## config.mk

```make
export PLATFORM = sky130hd
export DESIGN_NAME = jtframe_obj_draw_flat
export DESIGN_NICKNAME = d
export VERILOG_FILES = /design/src/rtl/jtframe_obj_draw_pkg.sv /design/src/rtl/jtframe_obj_draw_if.sv /design/src/rtl/jtframe_obj_draw.sv /design/src/flat_wrapper.sv
export SDC_FILE = /design/constraint.sdc
export NUM_CORES = 1
export LEC_CHECK = 0
export BUFFER_PORTS_ARGS = -buffer_cell sky130_fd_sc_hd__buf_4
export CORE_MARGIN = 10
export CORE_UTILIZATION = 54
export DETAILED_ROUTE_END_ITERATION = 10
export PLACE_DENSITY = 0.83
export SYNTH_ARGS = -nofsm -noshare
export SYNTH_HDL_FRONTEND = slang
export SYNTH_SLANG_ARGS = --single-unit
```

## constraint.sdc

```tcl
create_clock -name clk -period 4 [get_ports clk]
set_clock_uncertainty 0.05 [all_clocks]
set_input_delay 0.8 -clock clk [delete_from_list [all_inputs] [get_ports clk]]
set_output_delay 0.8 -clock clk [all_outputs]
set_load 0.01 [all_outputs]
```

## src/rtl/jtframe_obj_draw_pkg.sv

```systemverilog
// rtl/jtframe_obj_draw_pkg.sv - shared object-draw state encoding and constants
package jtframe_obj_draw_pkg;

    localparam int PIX_PER_WORD = 8;
    localparam int PIX_CNT_W    = 3;

    typedef enum logic [1:0] {
        ST_IDLE  = 2'd0,
        ST_FETCH = 2'd1,
        ST_DRAW  = 2'd2
    } obj_state_t;

endpackage

```

## src/rtl/jtframe_obj_draw_if.sv

```systemverilog
// rtl/jtframe_obj_draw_if.sv - ROM fetch and line-buffer write bus of the object drawer
interface jtframe_obj_draw_if #(
    parameter int AW   = 9,
    parameter int CW   = 12,
    parameter int PALW = 4
);
    logic [CW:0]     rom_addr;
    logic            rom_cs;
    logic            rom_ok;
    logic [31:0]     rom_data;
    logic [AW-1:0]   buf_addr;
    logic [PALW+3:0] buf_data;
    logic            buf_we;

    modport master (
        output rom_addr, rom_cs, buf_addr, buf_data, buf_we,
        input  rom_ok, rom_data
    );

    modport slave (
        input  rom_addr, rom_cs, buf_addr, buf_data, buf_we,
        output rom_ok, rom_data
    );
endinterface

```

## src/rtl/jtframe_obj_draw.sv

```systemverilog
// rtl/jtframe_obj_draw.sv - fetches two 8-pixel ROM words per object row and writes them to the line buffer
module jtframe_obj_draw
    import jtframe_obj_draw_pkg::*;
#(
    parameter int AW   = 9,
    parameter int CW   = 12,
    parameter int PALW = 4
) (
    input  logic                    clk,
    input  logic                    rst_n,
    input  logic                    draw,
    input  logic [CW-1:0]           code,
    input  logic [AW-1:0]           xpos,
    input  logic [PALW-1:0]         pal,
    input  logic                    hflip,
    output logic                    busy,
    jtframe_obj_draw_if.master      bus
);

    obj_state_t           state, state_nx;
    logic [CW-1:0]        code_l;
    logic [PALW-1:0]      pal_l;
    logic                 hflip_l;
    logic                 half;
    logic                 word;
    logic [PIX_CNT_W-1:0] cnt;
    logic [31:0]          pix_sr;
    logic [AW-1:0]        addr;
    logic                 last_pix;

    assign last_pix = (cnt == PIX_CNT_W'(PIX_PER_WORD - 1));

    always_ff @(posedge clk) begin
        if (!rst_n) begin
            state   <= ST_IDLE;
            code_l  <= '0;
            pal_l   <= '0;
            hflip_l <= 1'b0;
            half    <= 1'b0;
            word    <= 1'b0;
            cnt     <= '0;
            pix_sr  <= '0;
            addr    <= '0;
        end else begin
            state <= state_nx;
            case (state)
                ST_IDLE: begin
                    if (draw) begin
                        code_l  <= code;
                        pal_l   <= pal;
                        hflip_l <= hflip;
                        half    <= hflip;
                        word    <= 1'b0;
                        cnt     <= '0;
                        addr    <= xpos;
                    end
                end
                ST_FETCH: begin
                    if (bus.rom_ok) begin
                        pix_sr <= bus.rom_data;
                        cnt    <= '0;
                    end
                end
                ST_DRAW: begin
                    // The address counter runs straight across both words, so word 1 lands at xpos+8
                    addr   <= addr + AW'(1);
                    cnt    <= cnt + PIX_CNT_W'(1);
                    pix_sr <= hflip_l ? (pix_sr >> 4) : (pix_sr << 4);
                    if (last_pix && !word) begin
                        half <= ~half;
                        word <= 1'b1;
                    end
                end
                default: ;
            endcase
        end
    end

    always_comb begin
        state_nx = state;
        case (state)
            ST_IDLE:  if (draw) state_nx = ST_FETCH;
            ST_FETCH: if (bus.rom_ok) state_nx = ST_DRAW;
            ST_DRAW:  if (last_pix) state_nx = word ? ST_IDLE : ST_FETCH;
            default:  state_nx = ST_IDLE;
        endcase
    end

    // Flipped objects consume the word from the low nibble upward
    assign busy         = (state != ST_IDLE);
    assign bus.rom_cs   = (state == ST_FETCH);
    assign bus.rom_addr = {code_l, half};
    assign bus.buf_we   = (state == ST_DRAW);
    assign bus.buf_addr = addr;
    assign bus.buf_data = {pal_l, hflip_l ? pix_sr[3:0] : pix_sr[31:28]};

endmodule

```

## src/flat_wrapper.sv

```systemverilog
// flat-port wrapper written by rule: the top's interface ports become plain ports
module jtframe_obj_draw_flat import jtframe_obj_draw_pkg::*;
#(
    parameter int AW   = 9,
    parameter int CW   = 12,
    parameter int PALW = 4
)
  (clk, rst_n, draw, code, xpos, pal, hflip, busy, bus_rom_addr, bus_rom_cs, bus_buf_addr, bus_buf_data, bus_buf_we, bus_rom_ok, bus_rom_data);
  jtframe_obj_draw_if #(.AW(AW), .CW(CW), .PALW(PALW)) bus_i ();
  input  logic clk;
  input  logic rst_n;
  input  logic draw;
  input  logic [CW-1:0] code;
  input  logic [AW-1:0] xpos;
  input  logic [PALW-1:0] pal;
  input  logic hflip;
  output logic busy;
  output wire logic [$bits(bus_i.rom_addr)-1:0] bus_rom_addr;
  output wire logic [$bits(bus_i.rom_cs)-1:0] bus_rom_cs;
  output wire logic [$bits(bus_i.buf_addr)-1:0] bus_buf_addr;
  output wire logic [$bits(bus_i.buf_data)-1:0] bus_buf_data;
  output wire logic [$bits(bus_i.buf_we)-1:0] bus_buf_we;
  input wire logic [$bits(bus_i.rom_ok)-1:0] bus_rom_ok;
  input wire logic [$bits(bus_i.rom_data)-1:0] bus_rom_data;
  assign bus_rom_addr = bus_i.rom_addr;
  assign bus_rom_cs = bus_i.rom_cs;
  assign bus_buf_addr = bus_i.buf_addr;
  assign bus_buf_data = bus_i.buf_data;
  assign bus_buf_we = bus_i.buf_we;
  assign bus_i.rom_ok = bus_rom_ok;
  assign bus_i.rom_data = bus_rom_data;
  jtframe_obj_draw #(.AW(AW), .CW(CW), .PALW(PALW)) u_core (.clk(clk), .rst_n(rst_n), .draw(draw), .code(code), .xpos(xpos), .pal(pal), .hflip(hflip), .busy(busy), .bus(bus_i));
endmodule
```

Yosys cells after proc, flatten, opt, wreduce, memory -nomap -nowiden
Cells that the tools add are included.
{ "classes": {"reduce_logical": 13, "eq_ne": 7, "mux": 20, "addsub": 2, "n_bitwise": 1} }
{ "ops": {"columns": ["operator", "count"], "rows": [
  ["32-bit two-way mux", 2],
  ["32-bit case mux with 2 select lines", 1],
  ["9-bit case mux with 2 select lines", 1],
  ["9-bit by 1-bit adder with 9-bit output (second input constant)", 1],
  ["9-bit two-way mux", 1],
  ["3-bit case mux with 3 select lines", 1],
  ["3-bit AND reduction", 3],
  ["2-bit two-way mux", 3],
  ["3-bit two-way mux", 2],
  ["2-bit by 1-bit inequality test with 1-bit output (second input constant)", 3],
  ["2-bit case mux with 3 select lines", 1],
  ["2-bit AND reduction", 3],
  ["2-bit nonzero test", 3],
  ["1-bit two-way mux", 5],
  ["4-bit two-way mux", 1],
  ["1-bit case mux with 2 select lines", 2],
  ["3-bit by 1-bit adder with 3-bit output (second input constant)", 1],
  ["3-bit == test (second input constant)", 1],
  ["3-bit nonzero test", 1],
  ["2-bit by 1-bit == test with 1-bit output (second input constant)", 1],
  ["2-bit == test (second input constant)", 1],
  ["2-bit zero test", 1],
  ["2-bit inequality test (second input constant)", 1],
  ["1-bit logical AND", 1],
  ["2 further kinds", 2]
]} }
{ "totals": {"out_inout_bits": 33, "word_cells": 52, "register_bits": 65, "in_bits": 62} }

Longest topological paths before layout
Gate-level depths: netlist of the first run.
{ "logic_depth": {"word_depth": 4, "ltp_mapped": 6, "depth_no_buf": 5} }

Least setup slack after synthesis of the first run
OpenSTA, ideal clock, no wires.
{ "synth_timing": {"path_kind": "reg-to-output", "from": "register u_core.hflip_l", "to": "output port bus_buf_data[0]", "arrival_time_ps": 1048, "slack_ps": 2102, "path_stages_with_launch": 4, "path_cell_list": "dfxtp_1 > buf_2 > buf_2 > mux2_2"} }
{ "synth_via": {"elab_chain_len": 1} }
{ "synth_rtl": {"columns": ["element", "line_no", "rtl"], "rows": [
  ["start: declaration", "jtframe_obj_draw.sv:23", "logic hflip_l;"],
  ["start signal: assignment", "jtframe_obj_draw.sv:51", "hflip_l <= hflip;"],
  ["4-bit two-way mux", "jtframe_obj_draw.sv:95", "assign bus.buf_data = {pal_l, hflip_l ? pix_sr[3:0] : pix_sr[31:28]};"],
  ["end: declaration", "flat_wrapper.sv:21", "output wire logic [$bits(bus_i.buf_data)-1:0] bus_buf_data;"]
]} }
Every way passes these cells.

Worst setup path after layout of the first run
{ "layout_timing": {"from": "register u_core.state[0]", "to": "output port bus_buf_we"} }
{ "layout_via": {"elab_chain_len": 1} }
{ "layout_rtl": {"columns": ["element", "line_no", "rtl"], "rows": [
  ["start: declaration", "jtframe_obj_draw.sv:20", "obj_state_t state, state_nx;"],
  ["start signal: assignment", "jtframe_obj_draw.sv:45", "state <= state_nx;"],
  ["2-bit == test", "jtframe_obj_draw.sv:93", "assign bus.buf_we = (state == ST_DRAW);"],
  ["end: declaration", "flat_wrapper.sv:22", "output wire logic [$bits(bus_i.buf_we)-1:0] bus_buf_we;"]
]} }
Every way passes these cells.

==> impl_metrics.toml, run 1 <==
[run_status]
run_status = "finished clean"

[route]
wl_per_cell_um = 16.2
drt-initial-drc-count = 154
drt_wl_total_um = 8460
via_per_inst = 5.44
num_vias = 2839
firstDrtPassIters = 4
drtAntennaViolNets = 0
route.detailed.drc = 0

[yosys]
post_synth.cell_area_avg_um2 = 8.59
synth_warnings = 0
syn_nets = 432
ys_seq_area_frac = 0.413
ys_ff_latch = 65
yosysUniqueCellTypes = 41
netlist_instances = 367
syn-cell-area_um2 = 3150

[floorplanning]
fp.dieH_um = 96.4
start_util = 0.565
core_um2 = 5570
fp.dieW_um = 96.4
dieArea_um2 = 9290
ioPinCount = 95
rows = 27

[grt]
grt_pass1_vias = 2713
grt-ovfl-total = 0
grt_usage = 0.180
grt_max_degree = 68
grt_pass1_wl_um = 13400
antenna_found_initial = 0

[setup_path]
reg2reg_from = "u_core.state[0]"
cp_slowest_cell = "nand2b_4"
cp_max_fo = 67
crit_start = "u_core.state[0]"
endpoint_kind = "output port"
path_cells = "nand2b_4, inv_2, buf_4"
worstSetupPathType = "register to output port"
setup.worst_path.start_class = "register"
cpPeakStageDelay_ns = 0.64
arrival_ns = 1.99
critical_path_required_ns = 3.15

[sta]
layout_min_cycle_time_ns = 2.84
maxSlewViolCount = 0
finalSetupTns_ns = 0
rsz0062_at_grt = "false"
setup_violations = 0
final_hold_viol_count = 0
fmax_ghz = 0.352
worstMarginPinSlew_ns = 0.806
max_slew_margin = 0.461
min_period_over_period = 0.711
worst_slack_ns = 1.16

[cts]
cts_buffer_depth = 2
cts_tree = "done"
cts_setup_buffers = 0
cts.sinks = 65
post_cts_resized = 0
htree_levels = 3
clk_latency_ns = 0.33
hold_buffers = 0
path_clk_slew_ns = 0.07
clockRootBuffer = "clkbuf_8"
numCtsBuffers = 9

[placed_design]
pre_cts_ws_ns = 1.52
dp_cells = 506
dp_hpwl_um = 6160
place.gp.congestion = 0.816
dpl_cell_area_um2 = 3770
io_buffer_count = 94

[cells_and_area]
nNetsFinal = 510
layout-drive-gt1-share = 0.271
fin_cells = 522
syn_to_final_growth_pct = 25.0
mostFrequentLayoutCell = "buf_4"
fin_area_um2 = 3940
diodes = 0
mostFrequentLayoutCells = "buf_4 (96), dfxtp_1 (64), a21oi_1 (56)"

[worst_hold_path]
hold_path.class = "register to register"
min_from = "u_core.code_l[0]"

[pwr]
power_density_nw_per_um2 = 383
design_power_total_mw = 1.51
leakagePower_nw = 1.61
vdd_drop_max_mv = 0.207

[job]
drv_cap = 0
-- state kept, by name, indices dropped and copies added (netlist names) --
register and flops:
u_core.word 1, u_core.half 1, u_core.hflip_l 1, u_core.bus.buf_addr 9
u_core.pix_sr 32, u_core.cnt 3, u_core.code_l 12, u_core.pal_l 4
u_core.state 2
-- cell usage after synthesis (all sizes together) --
cell | n | area [um2]
a211oi | 5 | 37.5
a21oi | 56 | 280
a22oi | 2 | 15.0
a2bb2oi | 4 | 35.0
a31oi | 1 | 6.26
and2 | 2 | 15.0
and3 | 6 | 37.5
and4 | 1 | 8.76
buf | 26 | 186
clkbuf | 3 | 11.3
dfxtp | 65 | 1300
ha | 3 | 37.5
inv | 9 | 33.8
mux2 | 4 | 45.0
mux2i | 24 | 240
nand2 | 42 | 163
nand2b | 7 | 51.3
nand3 | 5 | 25.0
nand3b | 4 | 30.0
nand4 | 5 | 31.3
nor2 | 46 | 180
nor2b | 1 | 6.26
nor3 | 4 | 20.0
nor3b | 1 | 7.51
o211ai | 1 | 7.51
o21a | 1 | 7.51
o21ai | 3 | 15.0
o221a | 1 | 11.3
o22ai | 2 | 12.5
o2bb2ai | 26 | 228
o311a | 4 | 40.0
o31ai | 1 | 7.51
xor2 | 2 | 17.5
-- stage by stage --
step	hold slack (ns)	utilization
final	0.409	0.707
after global routing	0.426	0.707
after CTS	0.409	0.707
after detailed placement	0.399	0.676
after global placement	0.392	0.676
after floorplan	0.395	-
-- final cells by class --
cell class	count	area, um2
inverters	9	33.8
clock buffers	13	159
clock inverters	3	15.0
flip-flops and latches	65	1300
fillers	472	1630
repair buffers	96	721
well taps	72	90.1
multi-input cells	264	1620
-- worst max-delay path: cells and delay by family (launching register included) --
kind,cells,cell delay [ns]
and+or+nand+nor,1,0.64
DFF,1,0.57
buffers and inverters,2,0.45
-- routing by layer --
metal	wire (um)	track usage
met3	548	0.0501
met2	4110	0.291
met1	3630	0.224
met5	0	0
met4	159	0.0654
-- logic make-up (layout without fill, tap and decap cells) --
family | count (synthesis) | in the layout | synth area share
simple gates | 124 | 124 | 0.183
buf+inv | 38 | 121 | 0.0734
compound gates | 107 | 107 | 0.223
fa+ha+maj | 3 | 3 | 0.0119
xor+xnor | 2 | 2 | 0.00556
mux | 28 | 28 | 0.0905
flops | 65 | 65 | 0.413
-- final timing paths --
path | end | slack (ns) | depth (start not counted)
max | bus_buf_we | 1.16 | 3
min | u_core.code_l[0] | 0.41 | 2
max reg2reg | u_core.pix_sr[17] | 1.49 | 4
min reg2reg | u_core.code_l[0] | 0.41 | 2
-- where the power goes --
group	internal (mW)	switching, mW	total [mW]	leakage (nW)
clock network	0.256	0.244	0.500	0.0932
logic	0.137	0.132	0.269	0.986
registers	0.692	0.0486	0.741	0.532
Note: power is estimated with default switching activity, not from simulation.
==> run 2, diff against run 1 <==
--- a/config.mk
+++ b/config.mk
@@ -7,9 +7,9 @@
 export LEC_CHECK = 0
 export BUFFER_PORTS_ARGS = -buffer_cell sky130_fd_sc_hd__buf_4
 export CORE_MARGIN = 10
-export CORE_UTILIZATION = 54
+export CORE_UTILIZATION = 46
 export DETAILED_ROUTE_END_ITERATION = 10
-export PLACE_DENSITY = 0.83
+export PLACE_DENSITY = 0.75
 export SYNTH_ARGS = -nofsm -noshare
 export SYNTH_HDL_FRONTEND = slang
 export SYNTH_SLANG_ARGS = --single-unit
==> constraint.sdc (replaced) <==
create_clock -name clk -period 2.3 [get_ports clk]
set_clock_uncertainty 0.05 [all_clocks]
set_input_delay 0.46 -clock clk [delete_from_list [all_inputs] [get_ports clk]]
set_output_delay 0.46 -clock clk [all_outputs]
set_load 0.01 [all_outputs]
==> run 2 against run 1 <==
Clock power grew 110%. Routed wire length grew 1.0%. Sequential power grew 74%. Flip-flop and latch count is the same. Highest routed layer unchanged. Combinational power grew 77%. Final cell count grew 2.3%. Cell area grew 1.9%. Critical path depth is the same. Global-route usage shrank 2.0 points. Largest power group unchanged. Die area grew 14%. Sequential share of layout area shrank 0.63 points. Critical endpoint unchanged.
==> impl_metrics.toml, run 2 (synthesis results as in run 1) <==
[route]
drt-initial-drc-count = 241
num_vias = 2872
firstDrtPassIters = 4
route.detailed.drc = 0
drtAntennaViolNets = 0
wl_per_cell_um = 16.0
drt_wl_total_um = 8540
via_per_inst = 5.38

[sta]
final_hold_viol_count = 0
layout_min_cycle_time_ns = 1.99
setup_violations = 0
maxSlewViolCount = 0
fmax_ghz = 0.504
min_period_over_period = 0.863
worstMarginPinSlew_ns = 0.623
finalSetupTns_ns = 0
max_slew_margin = 0.584
rsz0062_at_grt = "false"

[worst_hold_path]
hold_path.class = "primary input to register"

[floorplanning]
start_util = 0.469
fp.dieW_um = 103
core_um2 = 6720
dieArea_um2 = 10600
fp.dieH_um = 103
ioPinCount = 95
rows = 30

[cells_and_area]
mostFrequentLayoutCell = "buf_4"
mostFrequentLayoutCells = "buf_4 (100), dfxtp_1 (64), a21oi_1 (56)"
layout-drive-gt1-share = 0.280
nNetsFinal = 514
seqCellArea_um2 = 1300
diodes = 0
syn_to_final_growth_pct = 27.4
fillers = 611
multi_input_area_um2 = 1620
top_register = "u_core.pix_sr"
post-route-util = 0.598
largest_register_ffs = 32

[placed_design]
io_buffer_count = 94
dp_hpwl_um = 6290
place.gp.congestion = 0.877

[grt]
antenna_found_initial = 0
grt-ovfl-total = 0
grt_pass1_vias = 2738
grt_usage = 0.160
grt_pass1_wl_um = 13600
grt_max_degree = 61

[pwr]
pwr-share-clk = 0.370
p_comb_frac = 0.170
power.internal_mw = 2.05
p_switching_mw = 0.748
power_density_nw_per_um2 = 697
p_sw_frac = 0.267
vdd_drop_max_mv = 0.263
seqPwrFrac = 0.459
leakagePower_nw = 1.64

[cts]
cts_setup_buffers = 0
numCtsBuffers = 9
htree_levels = 3
path_clk_slew_ns = 0.08
clk_latency_ns = 0.33
cts_tree = "done"
hold_buffers = 0
cts_buffer_depth = 2
clockRootBuffer = "clkbuf_8"
post_cts_resized = 0
cts.sinks = 65

[setup_path]
cp_max_fo = 15
setup.worst_path.start_class = "register"
worstSetupPathType = "register to output port"
arrival_ns = 1.48
endpoint_kind = "output port"
critical_path_required_ns = 1.79

[run_status]
run_status = "finished clean"

[job]
drv_cap = 0
==> run 2: layer usage <==
layer / GRT usage / vias up / routed length, um
met3: 0.0375 / 5 / 477
met1: 0.205 / 1333 / 3900
met2: 0.261 / 69 / 4100
met4: 0.0513 / 0 / 70
li1: - / 1465 / -
met5: 0 / - / 0
==> run 2: final timing paths <==
kind	cells after the start	from	slack [ns]	to
min	3	pal[1]	0.31	u_core.pal_l[1]
max	3	u_core.state[0]	0.31	bus_buf_we
max reg2reg	4	u_core.state[0]	0.35	u_core.pix_sr[22]
min reg2reg	2	u_core.code_l[5]	0.40	u_core.code_l[5]
==> run 2: final cells by class <==
type | count | share of cell area
Timing Repair Buffer | 100 | 0.187
Sequential cell | 65 | 0.324
Clock inverter | 6 | 0.0206
Clock buffer | 10 | 0.0318
Multi-Input combinational cell | 264 | 0.403
Tap cell | 80 | 0.0249
Inverter | 9 | 0.00841
==> run 2: worst max-delay path: stages (launching register included) <==
cell      delay (ns)
dfxtp_1         0.58
nand2b_4        0.27
inv_2           0.13
buf_4           0.17
==> run 2: power groups by stage <==
stage	Clock, mW	Combinational [mW]	Sequential, mW
after global placement	0	0.471	1.31
after CTS	1.06	0.482	1.28
after global routing	1.10	0.527	1.30
after floorplan	0	0.299	1.29
final	1.04	0.477	1.29
after detailed placement	0	0.481	1.31
==> run 2: stage by stage <==
step	cells	cell area (um2)	setup slack, ns	power [mW]	hold slack [ns]
finish	534	4020	0.314	2.80	0.315
global route	534	4020	0.163	2.93	0.305
CTS	534	4020	0.302	2.82	0.304
detailed placement	518	3810	0.376	1.79	0.399
global placement	518	3810	0.458	1.78	0.392
floorplan	367	3150	0.742	1.59	0.395
==> run 3, diff against run 2 <==
--- a/config.mk
+++ b/config.mk
@@ -5,11 +5,12 @@
 export SDC_FILE = /design/constraint.sdc
 export NUM_CORES = 1
 export LEC_CHECK = 0
-export BUFFER_PORTS_ARGS = -buffer_cell sky130_fd_sc_hd__buf_4
 export CORE_MARGIN = 10
-export CORE_UTILIZATION = 46
+export CORE_UTILIZATION = 54
 export DETAILED_ROUTE_END_ITERATION = 10
-export PLACE_DENSITY = 0.75
+export DONT_BUFFER_PORTS = 1
+export PLACE_DENSITY = 0.72
+export SLEW_MARGIN = 25
 export SYNTH_ARGS = -nofsm -noshare
 export SYNTH_HDL_FRONTEND = slang
 export SYNTH_SLANG_ARGS = --single-unit
==> run 3 against run 2 <==
Total power is 8.9% lower. Register-to-register slack improved by 0.03 ns. Setup slack improved by 0.068 ns. Highest routed layer unchanged.
==> impl_metrics.toml, run 3 (synthesis results as in run 1) <==
[job]
drv_cap = 0

[sta]
finalSetupTns_ns = 0
fmax_ghz = 0.521
min_period_over_period = 0.834
rsz0062_at_grt = "false"
worstMarginPinSlew_ns = 0.607
max_slew_margin = 0.594
setup_violations = 0
layout_min_cycle_time_ns = 1.92
maxSlewViolCount = 0
final_hold_viol_count = 0

[grt]
antenna_found_initial = 0
grt_max_degree = 61
grt_pass1_wl_um = 12400
grt_usage = 0.171
grt-ovfl-total = 0
grt_pass1_vias = 2391

[setup_path]
cp_slowest_cell = "dfxtp_1"
arrival_ns = 2.14
cpPeakStageDelay_ns = 0.56
cp_max_fo = 24
path_delay_family = "simple AND/OR/NAND/NOR gates"
critical_path_required_ns = 2.52
critPathBufInv = 0
endpoint_kind = "register"
setup.worst_path.start_class = "register"
worst-r2r-setup-slack_ns = 0.38
worstSetupPathType = "register to register"
path_cells = "nand2b_4, nand2_2, nor2_4, o2bb2ai_1"

[cells_and_area]
syn_to_final_growth_pct = 4.17
fillers = 515
top_register = "u_core.pix_sr"
diodes = 0
fin_area_um2 = 3280
mostFrequentLayoutCells = "dfxtp_1 (64), a21oi_1 (56), nor2_1 (45)"
nNetsFinal = 420
mostFrequentLayoutCell = "dfxtp_1"
layout-drive-gt1-share = 0.0917
largest_register_ffs = 32

[cts]
hold_buffers = 0
clk_latency_ns = 0.34
path_clk_slew_ns = 0.07
htree_levels = 3
cts.sinks = 65
post_cts_resized = 0
clockRootBuffer = "clkbuf_8"
numCtsBuffers = 9
cts_buffer_depth = 2
cts_tree = "done"
cts_setup_buffers = 0

[floorplanning]
rows = 27
fp.dieH_um = 96.4
start_util = 0.565
core_um2 = 5570
fp.dieW_um = 96.4
ioPinCount = 95
dieArea_um2 = 9290

[placed_design]
place.gp.congestion = 0.837
dpl_cell_area_um2 = 3090
dp_hpwl_um = 5750
io_buffer_count = 0

[pwr]
design_power_total_mw = 2.55
leakagePower_nw = 1.17
vdd_drop_max_mv = 0.357
power_density_nw_per_um2 = 777

[route]
drtAntennaViolNets = 0
drt-initial-drc-count = 150
drt_wl_total_um = 8050
via_per_inst = 5.89
wl_per_cell_um = 18.6
num_vias = 2545
firstDrtPassIters = 4
route.detailed.drc = 0

[worst_hold_path]
hold_path.class = "primary input to register"

[run_status]
run_status = "finished clean"
-- run 3: cell types whose count changed in the layout (fill, tap and decap cells not counted), sizes merged --
| cell | previous run | this run |
|---|---|---|
| buf | 100 | 6 |
| bufinv | 2 | 0 |
| clkbuf | 10 | 14 |
| clkinv | 3 | 2 |
| clkinvlp | 1 | 0 |
-- run 3: path summary, 6_finish.rpt --
path,startpoint,to,cells after the start
setup / recovery,u_core.state[0],u_core.pix_sr[13],4
hold / removal,rst_n,u_core.bus.buf_addr[7],1
setup reg to reg,u_core.state[0],u_core.pix_sr[13],4
hold reg to reg,u_core.pix_sr[21],u_core.pix_sr[21],1
-- run 3: worst reg2reg max path, delay by kind of cell (launching register included) --
family	cells	cell delay, ns
AO/OA/AOI/OAI	1	0.19
flip-flops	1	0.56
AND/OR/NAND/NOR	3	1.05
-- run 3: cell type report --
| cell class | instances | area (um2) | area share |
|---|---|---|---|
| Clock buffer | 14 | 183 | 0.0556 |
| Inverter | 9 | 33.8 | 0.0103 |
| Multi-Input combinational cell | 264 | 1620 | 0.493 |
| Sequential cell | 65 | 1300 | 0.397 |
| Timing Repair Buffer | 6 | 45.0 | 0.0137 |
| Tap cell | 72 | 90.1 | 0.0274 |
| Clock inverter | 2 | 10.0 | 0.00305 |
-- run 3: through the flow --
stage	util	std cells	hold slack, ns	setup slack, ns
global route	0.589	432	0.179	0.189
CTS	0.589	432	0.175	0.411
detailed placement	0.554	416	0.427	0.427
floorplan	-	367	0.395	0.742
finish	0.589	432	0.185	0.382
global placement	0.554	416	0.419	0.479
-- run 3: power by group --
part	switching [mW]	leakage, nW	total (mW)	internal [mW]
Sequential	0.103	0.532	1.31	1.20
Combinational	0.180	0.538	0.309	0.129
Clock	0.429	0.102	0.936	0.506
Total	0.713	1.17	2.55	1.84
-- run 3: per-layer routing --
metal / vias up / wire length (um) / GRT usage
li1: 1278 / - / -
met1: 1176 / 3460 / 0.212
met2: 81 / 3630 / 0.258
met3: 10 / 855 / 0.0717
met4: 0 / 108 / 0.0726
met5: - / 0 / 0
